<file path="src/rtl/button_press_classifier_if.sv">
// Event bus between the debounced edge detector / application logic and the classifier.
// The classifier is the slave: it consumes rise/fall and drives the event pulses.
interface button_press_classifier_if;
    logic rise;
    logic fall;
    logic short_press;
    logic long_press;
    logic repeat_pulse;
    logic double_click;
    logic held;

    modport master (
        output rise,
        output fall,
        input  short_press,
        input  long_press,
        input  repeat_pulse,
        input  double_click,
        input  held
    );

    modport slave (
        input  rise,
        input  fall,
        output short_press,
        output long_press,
        output repeat_pulse,
        output double_click,
        output held
    );
endinterface

</file>
<file path="src/rtl/button_press_classifier.sv">
// Classifies one active-high button's press/release pulses into short, long, repeat and
// double-click one-cycle events, plus a registered "held" level.
module button_press_classifier #(
    parameter int LONG_CYCLES   = 50_000_000,
    parameter int GAP_CYCLES    = 12_500_000,
    parameter int REPEAT_CYCLES = 10_000_000
) (
    input  logic                         clk,
    input  logic                         rst,
    button_press_classifier_if.slave     bus
);
    localparam int MAX_LG   = (LONG_CYCLES > GAP_CYCLES) ? LONG_CYCLES : GAP_CYCLES;
    localparam int MAX_LGR  = (MAX_LG > REPEAT_CYCLES) ? MAX_LG : REPEAT_CYCLES;
    localparam int MAX_ALL  = (MAX_LGR > 2) ? MAX_LGR : 2;
    localparam int CNT_W    = $clog2(MAX_ALL);

    localparam bit                 REP_EN    = (REPEAT_CYCLES != 0);
    localparam int                 REP_LAST_I = REP_EN ? (REPEAT_CYCLES - 1) : 0;
    localparam logic [CNT_W-1:0]   LONG_LAST = CNT_W'(LONG_CYCLES - 1);
    localparam logic [CNT_W-1:0]   GAP_LAST  = CNT_W'(GAP_CYCLES - 1);
    localparam logic [CNT_W-1:0]   REP_LAST  = CNT_W'(REP_LAST_I);

    typedef enum logic [2:0] {
        ST_IDLE           = 3'd0,
        ST_PRESSED        = 3'd1,
        ST_LONG_HELD      = 3'd2,
        ST_WAIT_SECOND    = 3'd3,
        ST_SECOND_PRESSED = 3'd4
    } state_t;

    state_t           r_state;
    logic [CNT_W-1:0] r_cnt;
    logic             r_short;
    logic             r_long;
    logic             r_repeat;
    logic             r_double;
    logic             r_held;

    // Simultaneous rise and fall are contradictory, so both are dropped.
    logic w_rise;
    logic w_fall;
    assign w_rise = bus.rise & ~bus.fall;
    assign w_fall = bus.fall & ~bus.rise;

    always_ff @(posedge clk) begin
        if (rst) begin
            r_state  <= ST_IDLE;
            r_cnt    <= '0;
            r_short  <= 1'b0;
            r_long   <= 1'b0;
            r_repeat <= 1'b0;
            r_double <= 1'b0;
            r_held   <= 1'b0;
        end else begin
            r_short  <= 1'b0;
            r_long   <= 1'b0;
            r_repeat <= 1'b0;
            r_double <= 1'b0;
            case (r_state)
                ST_IDLE: begin
                    if (w_rise) begin
                        r_state <= ST_PRESSED;
                        r_cnt   <= '0;
                        r_held  <= 1'b1;
                    end
                end
                ST_PRESSED: begin
                    if (w_fall) begin
                        r_state <= ST_WAIT_SECOND;
                        r_cnt   <= '0;
                        r_held  <= 1'b0;
                    end else if (r_cnt == LONG_LAST) begin
                        r_state <= ST_LONG_HELD;
                        r_cnt   <= '0;
                        r_long  <= 1'b1;
                    end else begin
                        r_cnt <= r_cnt + 1'b1;
                    end
                end
                ST_LONG_HELD: begin
                    // A release on a would-be repeat edge wins and suppresses that repeat.
                    if (w_fall) begin
                        r_state <= ST_IDLE;
                        r_cnt   <= '0;
                        r_held  <= 1'b0;
                    end else if (REP_EN && (r_cnt == REP_LAST)) begin
                        r_repeat <= 1'b1;
                        r_cnt    <= '0;
                    end else begin
                        r_cnt <= r_cnt + 1'b1;
                    end
                end
                ST_WAIT_SECOND: begin
                    if (w_rise) begin
                        r_state <= ST_SECOND_PRESSED;
                        r_cnt   <= '0;
                        r_held  <= 1'b1;
                    end else if (r_cnt == GAP_LAST) begin
                        r_state <= ST_IDLE;
                        r_cnt   <= '0;
                        r_short <= 1'b1;
                    end else begin
                        r_cnt <= r_cnt + 1'b1;
                    end
                end
                ST_SECOND_PRESSED: begin
                    if (w_fall) begin
                        r_state  <= ST_IDLE;
                        r_cnt    <= '0;
                        r_double <= 1'b1;
                        r_held   <= 1'b0;
                    end
                end
                default: begin
                    r_state <= ST_IDLE;
                    r_cnt   <= '0;
                    r_held  <= 1'b0;
                end
            endcase
        end
    end

    assign bus.short_press  = r_short;
    assign bus.long_press   = r_long;
    assign bus.repeat_pulse = r_repeat;
    assign bus.double_click = r_double;
    assign bus.held         = r_held;
endmodule
</file>
<file path="src/flat_wrapper.sv">
// flat-port wrapper written by rule: the top's interface ports become plain ports
module button_press_classifier_flat 
#(
    parameter int LONG_CYCLES   = 50_000_000,
    parameter int GAP_CYCLES    = 12_500_000,
    parameter int REPEAT_CYCLES = 10_000_000
)
  (clk, rst, bus_rise, bus_fall, bus_short_press, bus_long_press, bus_repeat_pulse, bus_double_click, bus_held);
  button_press_classifier_if bus_i ();
  input  logic clk;
  input  logic rst;
  input wire logic [$bits(bus_i.rise)-1:0] bus_rise;
  input wire logic [$bits(bus_i.fall)-1:0] bus_fall;
  output wire logic [$bits(bus_i.short_press)-1:0] bus_short_press;
  output wire logic [$bits(bus_i.long_press)-1:0] bus_long_press;
  output wire logic [$bits(bus_i.repeat_pulse)-1:0] bus_repeat_pulse;
  output wire logic [$bits(bus_i.double_click)-1:0] bus_double_click;
  output wire logic [$bits(bus_i.held)-1:0] bus_held;
  assign bus_i.rise = bus_rise;
  assign bus_i.fall = bus_fall;
  assign bus_short_press = bus_i.short_press;
  assign bus_long_press = bus_i.long_press;
  assign bus_repeat_pulse = bus_i.repeat_pulse;
  assign bus_double_click = bus_i.double_click;
  assign bus_held = bus_i.held;
  button_press_classifier #(.LONG_CYCLES(LONG_CYCLES), .GAP_CYCLES(GAP_CYCLES), .REPEAT_CYCLES(REPEAT_CYCLES)) u_core (.clk(clk), .rst(rst), .bus(bus_i));
endmodule
</file>
<file path="config.mk">
export PLATFORM = sky130hd
export DESIGN_NAME = button_press_classifier_flat
export DESIGN_NICKNAME = d
export VERILOG_FILES = /design/src/rtl/button_press_classifier_if.sv /design/src/rtl/button_press_classifier.sv /design/src/flat_wrapper.sv
export SDC_FILE = /design/constraint.sdc
export NUM_CORES = 1
export LEC_CHECK = 0
export CAP_MARGIN = 0
export CORE_ASPECT_RATIO = 0.9
export CORE_UTILIZATION = 30
export DETAILED_ROUTE_END_ITERATION = 10
export GPL_ROUTABILITY_DRIVEN = 0
export PLACE_DENSITY = 0.44
export SYNTH_ARGS = -nofsm -noshare
export SYNTH_HDL_FRONTEND = slang
export SYNTH_SLANG_ARGS = --single-unit
export TNS_END_PERCENT = 30
</file>
<file path="constraint.sdc">
create_clock -name clk -period 4.15 [get_ports clk]
set_input_delay 1.0375 -clock clk [delete_from_list [all_inputs] [get_ports clk]]
set_output_delay 1.0375 -clock clk [all_outputs]
set_load 0.05 [all_outputs]
</file>
Yosys cells after proc, flatten, opt, wreduce, memory -nomap -nowiden --
Index checks and enable logic that the tools add are counted. Widths: inputs -> output; s select.
Storage, ports and cells: ROM bits 0, logic and storage cells 64, output and inout bits 5, latch bits 0, flip-flop bits (word level) 34, memory bits (writable) 0, memories kept 0, input bits 4
Cells by class: divide/modulo/power cells 0, magnitude comparators 0, equal/unequal tests 14, shift-type cells 0, $add $sub $neg 1, multiplexer cells 23, multipliers 0, reduce and logical (&&, ||, !) cells 11, bitwise logic cells 8
Operators with widths (count):
- $mux 26 | 8
- $pmux 26 s5 | 1
- $eq 26x24->1 const B | 2
- $add 26x1->26 const B | 1
- $eq 26x26->1 const B | 1
- $mux 3 | 6
- $pmux 3 s4 | 1
- $reduce_or 3->1 | 4
- $ne 2x1->1 const B | 5
- $eq 3x2->1 const B | 2
- $mux 1 | 6
- $ne 3x1->1 const B | 2
- $not 1->1 | 6
- $reduce_or 2->1 | 3
- $reduce_and 2->1 | 2
- $reduce_and 4->1 | 1
- $eq 3x1->1 const B | 1
- $eq 3x3->1 const B | 1
- $logic_not 3->1 | 1
- $and 1x1->1 | 2
- $pmux 1 s2 | 1

Depth between registers and ports, before layout --
Gate-level depths: netlist (run 1).
depth in word-level cells 4, depth in mapped cells 9, mapped depth without buffers 7

Worst setup path after synthesis (run 1) --
OpenSTA, ideal clock, no wires.
kind input-to-reg, start point input port bus_rise, end point register u_core.r_cnt[17], slack 1.478 ns, cell stages on the path 6, setup time 0.062 ns, data arrival time 2.609 ns, path through and2b_2 > or4_1 > o21bai_1 > o211ai_1 > or3b_2 > nand3_1
On the way: word-level cells in the longest chain between the ends 4, elaborated cells on any way between the ends 10, those cells by class eq/ne: 2; mux: 4; bitwise: 3; reduce/logical: 1
Ends and longest elaborated chain:
- from (decl) | RTL line flat_wrapper.sv:12 | input wire logic [$bits(bus_i.rise)-1:0] bus_rise;
- $not 1->1 | RTL line button_press_classifier.sv:43 | assign w_fall = bus.fall & ~bus.rise;
- $and 1x1->1 | RTL line button_press_classifier.sv:43
- $mux 26 (tied with other cells) | RTL line button_press_classifier.sv:82 | if (w_fall) begin
- $pmux 26 s5 or $reduce_and 2->1 (tied branches)
- to (signal assigned) | RTL line button_press_classifier.sv:77 | r_cnt <= r_cnt + 1'b1;
- to (signal assigned) | RTL line button_press_classifier.sv:90 | r_cnt <= r_cnt + 1'b1;
- to (signal assigned) | RTL line button_press_classifier.sv:103 | r_cnt <= r_cnt + 1'b1;
- to (decl) | RTL line button_press_classifier.sv:32 | logic [CNT_W-1:0] r_cnt;
Parallel ways exist; a longest one is shown, timed or not. A chain may end at the register's enable or synchronous reset.

Worst setup path in the final report (run 1) --
Same ends and word-level chain as after synthesis.

==> results of run 1 <==
[cell type report]
| class | count | area (um^2) |
|---|---|---|
| inverter | 2 | 7.51 |
| clock inverter | 1 | 5.00 |
| multi-input combinational | 189 | 1150 |
| clock buffer | 7 | 86.3 |
| sequential | 34 | 681 |
| fill | 672 | 4080 |
| timing repair buffer | 10 | 95.1 |
| tap | 87 | 109 |
[routing by layer]
metal	vias up	wire [um]	share of wire, %	track usage [%]
met3	10	186	4.0	3.43
met5	-	0	0	0
met1	783	2560	55	22.8
met4	0	78	1.7	5.08
li1	879	-	-	-
met2	32	1850	40	20.7
[synth_stat cells (2+ instances only)]
library cell / count
sky130_fd_sc_hd__dfxtp_1: 34
sky130_fd_sc_hd__nand2_1: 30
sky130_fd_sc_hd__nor2_1: 28
sky130_fd_sc_hd__nand3_1: 18
sky130_fd_sc_hd__nand4_1: 11
sky130_fd_sc_hd__xor2_1: 9
sky130_fd_sc_hd__and3_1: 8
sky130_fd_sc_hd__nor3_1: 7
sky130_fd_sc_hd__o21ai_0: 5
sky130_fd_sc_hd__xnor2_1: 5
sky130_fd_sc_hd__a21oi_1: 4
sky130_fd_sc_hd__and3_2: 4
sky130_fd_sc_hd__nor4_1: 4
sky130_fd_sc_hd__o211ai_1: 4
sky130_fd_sc_hd__o31ai_1: 4
sky130_fd_sc_hd__a31oi_1: 3
sky130_fd_sc_hd__and2b_2: 3
sky130_fd_sc_hd__clkbuf_1: 3
sky130_fd_sc_hd__nand2b_1: 3
sky130_fd_sc_hd__nor4b_1: 3
sky130_fd_sc_hd__a211oi_1: 2
sky130_fd_sc_hd__a22oi_1: 2
sky130_fd_sc_hd__and4_1: 2
sky130_fd_sc_hd__buf_2: 2
sky130_fd_sc_hd__bufbuf_16: 2
sky130_fd_sc_hd__clkbuf_8: 2
sky130_fd_sc_hd__inv_1: 2
sky130_fd_sc_hd__nor2b_1: 2
sky130_fd_sc_hd__nor3b_1: 2
sky130_fd_sc_hd__nor4bb_1: 2
sky130_fd_sc_hd__o21ai_2: 2
sky130_fd_sc_hd__o22ai_1: 2
sky130_fd_sc_hd__or2b_2: 2
sky130_fd_sc_hd__or3b_2: 2
[worst max-delay path by stage]
stage                        start  slack (ns)                to
final                     bus_rise        1.03  u_core.r_cnt[17]
after detailed placement  bus_rise        0.74  u_core.r_cnt[17]
after global routing      bus_fall        0.90  u_core.r_cnt[17]
after CTS                 bus_rise        1.04  u_core.r_cnt[17]
after floorplan           bus_rise        1.48  u_core.r_cnt[17]
after global placement    bus_rise        0.77  u_core.r_cnt[17]
[kinds of logic (layout without fill, tap and decap cells)]
family / Yosys count / after routing
fa+ha+maj: 1 / 1
simple gates: 139 / 139
flops: 34 / 34
compound gates: 35 / 35
buf+inv: 12 / 20
xor+xnor: 14 / 14
[power by group]
part           switching (W)  internal (W)
sequential        0.00000657      0.000331
clock               0.000121      0.000134
combinational      0.0000468     0.0000257
[critical path, stage by stage]
cell and delay, ns:
sky130_fd_sc_hd__clkdlybuf4s50_1 0.53, sky130_fd_sc_hd__and2b_2 0.27, sky130_fd_sc_hd__or4_1 0.49, sky130_fd_sc_hd__o21bai_1 0.17, sky130_fd_sc_hd__o211ai_1 0.27, sky130_fd_sc_hd__or3b_2 0.49
sky130_fd_sc_hd__nand3_1 0.09
[through the flow]
stage / utilization (%) / cell area [um^2] / std cells
4_1_cts: 34.4 / 2140 / 330
3_5_place_dp: 32.9 / 2040 / 322
3_3_place_gp: 32.9 / 2040 / 322
2_1_floorplan: - / 1970 / 235
6_report: 34.4 / 2140 / 330
5_1_grt: 34.4 / 2140 / 330
[flip-flops by register name (all words and copies together) (netlist names)]
register	count
u_core.bus.double_click	1
u_core.bus.held	1
u_core.bus.long_press	1
u_core.bus.repeat_pulse	1
u_core.bus.short_press	1
u_core.r_cnt	26
u_core.r_state	3
==> metrics.txt, run 1 <==
# TYPE chip_impl_metric gauge
chip_impl_metric{name="cts_setup_buffers",unit=""} 0
chip_impl_metric{name="dpl_worst_slack",unit="ns"} 0.738
chip_impl_metric{name="first_pass_grt_wire_length",unit="mm"} 8.09
chip_impl_metric{name="clkTransAtPathRegs",unit="ns"} 0.07
chip_impl_metric{name="synth_simple_gate_area_share",unit="%"} 38.5
chip_impl_metric{name="postRouteWirelength",unit="mm"} 4.68
chip_impl_info{name="synth_area_leader_cell",value="sky130_fd_sc_hd__dfxtp_1"} 1
chip_impl_metric{name="ctsResizeCount",unit=""} 0
chip_impl_metric{name="cts_hold_buf",unit=""} 0
chip_impl_metric{name="drc",unit=""} 0
chip_impl_metric{name="p_leak",unit="nW"} 0.701
chip_impl_info{name="mostFrequentLayoutCells",value="34 x sky130_fd_sc_hd__dfxtp_1, 30 x sky130_fd_sc_hd__nand2_1, 28 x sky130_fd_sc_hd__nor2_1, 18 x sky130_fd_sc_hd__nand3_1, 11 x sky130_fd_sc_hd__nand4_1"} 1
chip_impl_info{name="clockRootBuffer",value="sky130_fd_sc_hd__clkbuf_8"} 1
chip_impl_metric{name="maxCapViolCount",unit=""} 0
chip_impl_metric{name="postSynthNetCount",unit=""} 240
chip_impl_metric{name="postSynthRegisterBits",unit=""} 34
chip_impl_metric{name="drt_first_pass_iters",unit=""} 4
chip_impl_metric{name="cts_buffer_depth",unit=""} 2
chip_impl_metric{name="hold_violations",unit=""} 0
chip_impl_metric{name="pwr_density_cell",unit="nW/um^2"} 311
chip_impl_metric{name="worst_ir_drop_vdd",unit="mV"} 0.125
chip_impl_metric{name="ios",unit=""} 9
chip_impl_metric{name="post_route_ant_nets",unit=""} 0
chip_impl_info{name="worst_hold_path.endpoint",value="u_core.r_cnt[3]"} 1
chip_impl_metric{name="post_synth_mux_area_share",unit="%"} 0
chip_impl_info{name="worst_r2r_startpoint",value="u_core.r_cnt[8]"} 1
chip_impl_metric{name="synth_warnings",unit=""} 0
chip_impl_info{name="min_path_type",value="flop to flop"} 1
chip_impl_metric{name="mappedNetlistArea",unit="um^2"} 1970
chip_impl_metric{name="cts-buffers-inserted",unit=""} 5
chip_impl_metric{name="synth-edff-count",unit=""} 0
chip_impl_metric{name="regToRegSetupSlack",unit="ns"} 1.40
chip_impl_metric{name="grt_max_degree",unit=""} 15
chip_impl_info{name="critPathKind",value="primary input to flop"} 1
chip_impl_metric{name="worst-path-max-fanout",unit=""} 8
chip_impl_metric{name="crit_required",unit="ns"} 4.38
chip_impl_info{name="status",value="completed"} 1
chip_impl_info{name="rsz0062_at_grt",value="false"} 1
chip_impl_metric{name="die_w",unit="um"} 87.3
chip_impl_metric{name="finClkSkew",unit="ns"} 0.00749
chip_impl_metric{name="finalCritPeriodShare",unit="%"} 75.2
chip_impl_info{name="tritoncts_clock_tree",value="built"} 1
chip_impl_metric{name="worstRegToRegCells",unit=""} 6
chip_impl_metric{name="synth-compound-area-share",unit="%"} 13.2
chip_impl_metric{name="num-nets-final",unit=""} 247
chip_impl_metric{name="share_of_post_route_cells_with_drive_strength_above_1",unit="%"} 11.1
chip_impl_metric{name="syn_to_final_growth",unit="%"} 8.66
chip_impl_metric{name="core_area",unit="um^2"} 6220
chip_impl_metric{name="io_buffers",unit=""} 8
chip_impl_info{name="holdCritStartpoint",value="u_core.r_cnt[3]"} 1
chip_impl_info{name="layout.cells.most_common",value="sky130_fd_sc_hd__dfxtp_1"} 1
chip_impl_metric{name="arrival",unit="ns"} 3.35
chip_impl_metric{name="syn-mean-instance-area",unit="um^2"} 8.36
chip_impl_metric{name="total_power",unit="W"} 0.000664
chip_impl_metric{name="cts_htree_levels",unit=""} 2
chip_impl_info{name="main_synth_ff_type",value="sky130_fd_sc_hd__dfxtp_1"} 1
chip_impl_info{name="worstSetupEndpointType",value="flop"} 1
chip_impl_metric{name="number_of_pins_with_negative_max_slew_slack_in_the_final_report",unit=""} 0
chip_impl_info{name="crit-reg2reg-capture",value="u_core.r_cnt[9]"} 1
chip_impl_info{name="crit_path_start_kind",value="primary input"} 1
chip_impl_metric{name="synth_xor_area_share",unit="%"} 6.24
chip_impl_metric{name="final.setup.worst_slack",unit="ns"} 1.03
chip_impl_metric{name="async_flop_share",unit="%"} 0
chip_impl_metric{name="fmax",unit="MHz"} 321
chip_impl_info{name="yosys-top-cells-area",value="sky130_fd_sc_hd__dfxtp_1 35%, sky130_fd_sc_hd__nand2_1 5.7%, sky130_fd_sc_hd__nor2_1 5.3%, sky130_fd_sc_hd__nand3_1 4.6%, sky130_fd_sc_hd__xor2_1 4.0%"} 1
chip_impl_metric{name="post_drt_via_cell_ratio",unit=""} 5.16
chip_impl_metric{name="globalRouteOverflowTotal",unit=""} 0
chip_impl_metric{name="via_count_of_the_first_global_routing_pass",unit=""} 1554
chip_impl_metric{name="synthDistinctLibCells",unit=""} 51
chip_impl_metric{name="dp_hpwl",unit="mm"} 3.50
chip_impl_metric{name="antenna-diode-count",unit=""} 0
chip_impl_info{name="synth_top_family_by_area",value="simple AND/OR/NAND/NOR gates"} 1
chip_impl_metric{name="die_area",unit="um^2"} 6880
chip_impl_metric{name="finalSetupViolations",unit=""} 0
chip_impl_metric{name="floorplan.initialDensity",unit="%"} 31.6
chip_impl_metric{name="die_h",unit="um"} 78.8
chip_impl_metric{name="ys_seq_area_share",unit="%"} 34.6
chip_impl_metric{name="holdWs",unit="ns"} 0.515
chip_impl_metric{name="setup-tns-final",unit="ns"} 0
chip_impl_metric{name="gr-usage-all-layers",unit="%"} 15.1
chip_impl_metric{name="wire_per_inst",unit="um"} 14.2
chip_impl_metric{name="synth_top_area_share",unit="%"} 34.6
chip_impl_metric{name="initialDrtViolationCount",unit=""} 180
chip_impl_metric{name="slew_at_the_pin_closest_to_its_max_slew_limit",unit="ns"} 0.748
chip_impl_metric{name="route.vias.total",unit=""} 1704
chip_impl_metric{name="timing.slew.headroom",unit="%"} 49.4
chip_impl_metric{name="fp-row-count",unit=""} 27
chip_impl_metric{name="grt_antenna_before_repair",unit=""} 0
chip_impl_metric{name="adder_and_majority_gate_portion_of_the_synthesized_area",unit="%"} 0.637
chip_impl_metric{name="numClockSinks",unit=""} 34
chip_impl_metric{name="hold_depth",unit=""} 2
chip_impl_metric{name="finalCriticalPeriod",unit="ns"} 3.12
chip_impl_metric{name="netlist_instances",unit=""} 235
chip_impl_metric{name="clkLatencyLatePin",unit="ns"} 0.29
Power figures use the tool's default switching activity.
==> run 2: changes to the inputs <==
--- a/config.mk
+++ b/config.mk
@@ -10,7 +10,7 @@
 export CORE_UTILIZATION = 30
 export DETAILED_ROUTE_END_ITERATION = 10
 export GPL_ROUTABILITY_DRIVEN = 0
-export PLACE_DENSITY = 0.44
+export PLACE_DENSITY = 0.46
 export SYNTH_ARGS = -nofsm -noshare
 export SYNTH_HDL_FRONTEND = slang
 export SYNTH_SLANG_ARGS = --single-unit
==> constraint.sdc (replaced) <==
create_clock -name clk -period 2.7 [get_ports clk]
set_input_delay 0.675 -clock clk [delete_from_list [all_inputs] [get_ports clk]]
set_output_delay 0.675 -clock clk [all_outputs]
set_load 0.05 [all_outputs]
==> metrics.txt, run 2 (same netlist as run 1, synthesis figures left out) <==
# TYPE chip_impl_metric gauge
chip_impl_metric{name="ctsResizeCount",unit=""} 0
chip_impl_metric{name="first_pass_grt_wire_length",unit="mm"} 8.59
chip_impl_metric{name="gr-usage-all-layers",unit="%"} 16.3
chip_impl_metric{name="fp-row-count",unit=""} 27
chip_impl_metric{name="num-nets-final",unit=""} 273
chip_impl_metric{name="crit_required",unit="ns"} 2.90
chip_impl_metric{name="clkLatencyLatePin",unit="ns"} 0.29
chip_impl_metric{name="slew_at_the_pin_closest_to_its_max_slew_limit",unit="ns"} 0.535
chip_impl_metric{name="io_buffers",unit=""} 8
chip_impl_metric{name="initialDrtViolationCount",unit=""} 112
chip_impl_metric{name="syn_to_final_growth",unit="%"} 18.6
chip_impl_metric{name="die_h",unit="um"} 78.8
chip_impl_metric{name="cts_buffer_depth",unit=""} 2
chip_impl_metric{name="finalSetupViolations",unit=""} 0
chip_impl_metric{name="core_area",unit="um^2"} 6220
chip_impl_metric{name="drc",unit=""} 0
chip_impl_metric{name="die_w",unit="um"} 87.3
chip_impl_metric{name="cts_hold_buf",unit=""} 0
chip_impl_info{name="critPathKind",value="primary input to flop"} 1
chip_impl_metric{name="dp_hpwl",unit="mm"} 3.85
chip_impl_metric{name="finClkSkew",unit="ns"} 0.00884
chip_impl_metric{name="drt_first_pass_iters",unit=""} 4
chip_impl_metric{name="clkTransAtPathRegs",unit="ns"} 0.07
chip_impl_metric{name="finalCriticalPeriod",unit="ns"} 2.51
chip_impl_info{name="worst_r2r_startpoint",value="u_core.r_cnt[8]"} 1
chip_impl_info{name="mostFrequentLayoutCells",value="34 x sky130_fd_sc_hd__dfxtp_1, 30 x sky130_fd_sc_hd__nand2_1, 28 x sky130_fd_sc_hd__nor2_1, 28 x sky130_fd_sc_hd__buf_4, 18 x sky130_fd_sc_hd__nand3_1"} 1
chip_impl_metric{name="number_of_pins_with_negative_max_slew_slack_in_the_final_report",unit=""} 0
chip_impl_metric{name="finalCritPeriodShare",unit="%"} 93.0
chip_impl_metric{name="fmax",unit="MHz"} 398
chip_impl_metric{name="timing.slew.headroom",unit="%"} 64.2
chip_impl_info{name="tritoncts_clock_tree",value="built"} 1
chip_impl_metric{name="worst-path-max-fanout",unit=""} 14
chip_impl_metric{name="arrival",unit="ns"} 2.71
chip_impl_info{name="crit_path_start_kind",value="primary input"} 1
chip_impl_metric{name="maxCapViolCount",unit=""} 0
chip_impl_metric{name="globalRouteOverflowTotal",unit=""} 0
chip_impl_metric{name="grt_antenna_before_repair",unit=""} 0
chip_impl_metric{name="layout.cell_area.non_filler",unit="um^2"} 2330
chip_impl_metric{name="hold_violations",unit=""} 0
chip_impl_metric{name="post_drt_via_cell_ratio",unit=""} 4.97
chip_impl_metric{name="placement.cell_area",unit="um^2"} 2240
chip_impl_metric{name="place_inst",unit=""} 348
chip_impl_metric{name="wire_per_inst",unit="um"} 14.2
chip_impl_info{name="worstSetupEndpointType",value="flop"} 1
chip_impl_metric{name="ios",unit=""} 9
chip_impl_metric{name="pwr_density_cell",unit="nW/um^2"} 449
chip_impl_metric{name="floorplan.initialDensity",unit="%"} 31.6
chip_impl_info{name="clockRootBuffer",value="sky130_fd_sc_hd__clkbuf_8"} 1
chip_impl_metric{name="antenna-diode-count",unit=""} 0
chip_impl_info{name="layout.cells.most_common",value="sky130_fd_sc_hd__dfxtp_1"} 1
chip_impl_metric{name="post_route_ant_nets",unit=""} 0
chip_impl_info{name="most_flop_heavy_register",value="u_core.r_cnt"} 1
chip_impl_metric{name="share_of_post_route_cells_with_drive_strength_above_1",unit="%"} 19.7
chip_impl_metric{name="max_reg_flops",unit=""} 26
chip_impl_info{name="largest_registers",value="u_core.r_cnt (26), u_core.r_state (3)"} 1
chip_impl_metric{name="cts_setup_buffers",unit=""} 0
chip_impl_info{name="holdCritStartpoint",value="u_core.r_cnt[6]"} 1
chip_impl_metric{name="postRouteWirelength",unit="mm"} 5.04
chip_impl_metric{name="worst_ir_drop_vdd",unit="mV"} 0.177
chip_impl_info{name="startpoint",value="bus_rise"} 1
chip_impl_info{name="status",value="completed"} 1
chip_impl_metric{name="numClockSinks",unit=""} 34
chip_impl_metric{name="cts-buffers-inserted",unit=""} 5
chip_impl_metric{name="via_count_of_the_first_global_routing_pass",unit=""} 1665
chip_impl_metric{name="p_leak",unit="nW"} 0.832
chip_impl_metric{name="route.vias.total",unit=""} 1768
chip_impl_metric{name="die_area",unit="um^2"} 6880
chip_impl_info{name="min_path_type",value="flop to flop"} 1
chip_impl_info{name="rsz0062_at_grt",value="false"} 1
chip_impl_metric{name="grt_max_degree",unit=""} 15
chip_impl_metric{name="post_layout_nonfiller_instances",unit=""} 356
chip_impl_metric{name="cts_htree_levels",unit=""} 2
## run 2: critical path, stage by stage
cell	delay, ns
sky130_fd_sc_hd__clkdlybuf4s50_1	0.47
sky130_fd_sc_hd__and2b_2	0.23
sky130_fd_sc_hd__or4_1	0.49
sky130_fd_sc_hd__o21bai_1	0.17
sky130_fd_sc_hd__o211ai_1	0.12
sky130_fd_sc_hd__buf_4	0.24
sky130_fd_sc_hd__nand2_1	0.10
sky130_fd_sc_hd__o31ai_1	0.23
## run 2: stage by stage
stage	TNS (ns)	hold WS, ns	util, %	total power (W)	setup WS [ns]
after floorplan	0	0.467	-	0.000607	0.385
after global placement	-0.481	0.491	36.0	0.000667	-0.125
after detailed placement	-0.508	0.497	36.0	0.000666	-0.145
after CTS	0	0.509	37.5	0.00106	0.182
after global routing	0	0.543	37.5	0.00110	0.0693
final	0	0.515	37.5	0.00105	0.189
## run 2: final cells by class
type | count | area, um^2
clock buffers | 7 | 86.3
clock inverters | 1 | 5.00
fillers | 675 | 3880
inverters | 2 | 7.51
multi-input cells | 189 | 1150
flip-flops and latches | 34 | 681
well taps | 87 | 109
repair buffers | 36 | 290
## run 2: path summary, 6_finish.rpt
kind                 endpoint  slack (ns)  cells after the start
min           u_core.r_cnt[6]        0.51                      2
min reg2reg   u_core.r_cnt[6]        0.51                      2
max          u_core.r_cnt[19]        0.19                      8
max reg2reg   u_core.r_cnt[9]        0.35                      7
## run 2: report_power, final
group          switching (W)  total, W  internal, W
clock network       0.000187  0.000393     0.000206
logic              0.0000769  0.000136    0.0000588
registers         0.00000977  0.000518     0.000508
total               0.000274   0.00105     0.000773
## run 2: routing by layer
metal,track usage (%),vias to the layer above,wire length (um)
li1,-,932,-
met1,24.5,808,2750
met2,23.0,23,2080
met3,3.43,5,163
met4,4.43,0,51
met5,0,-,0
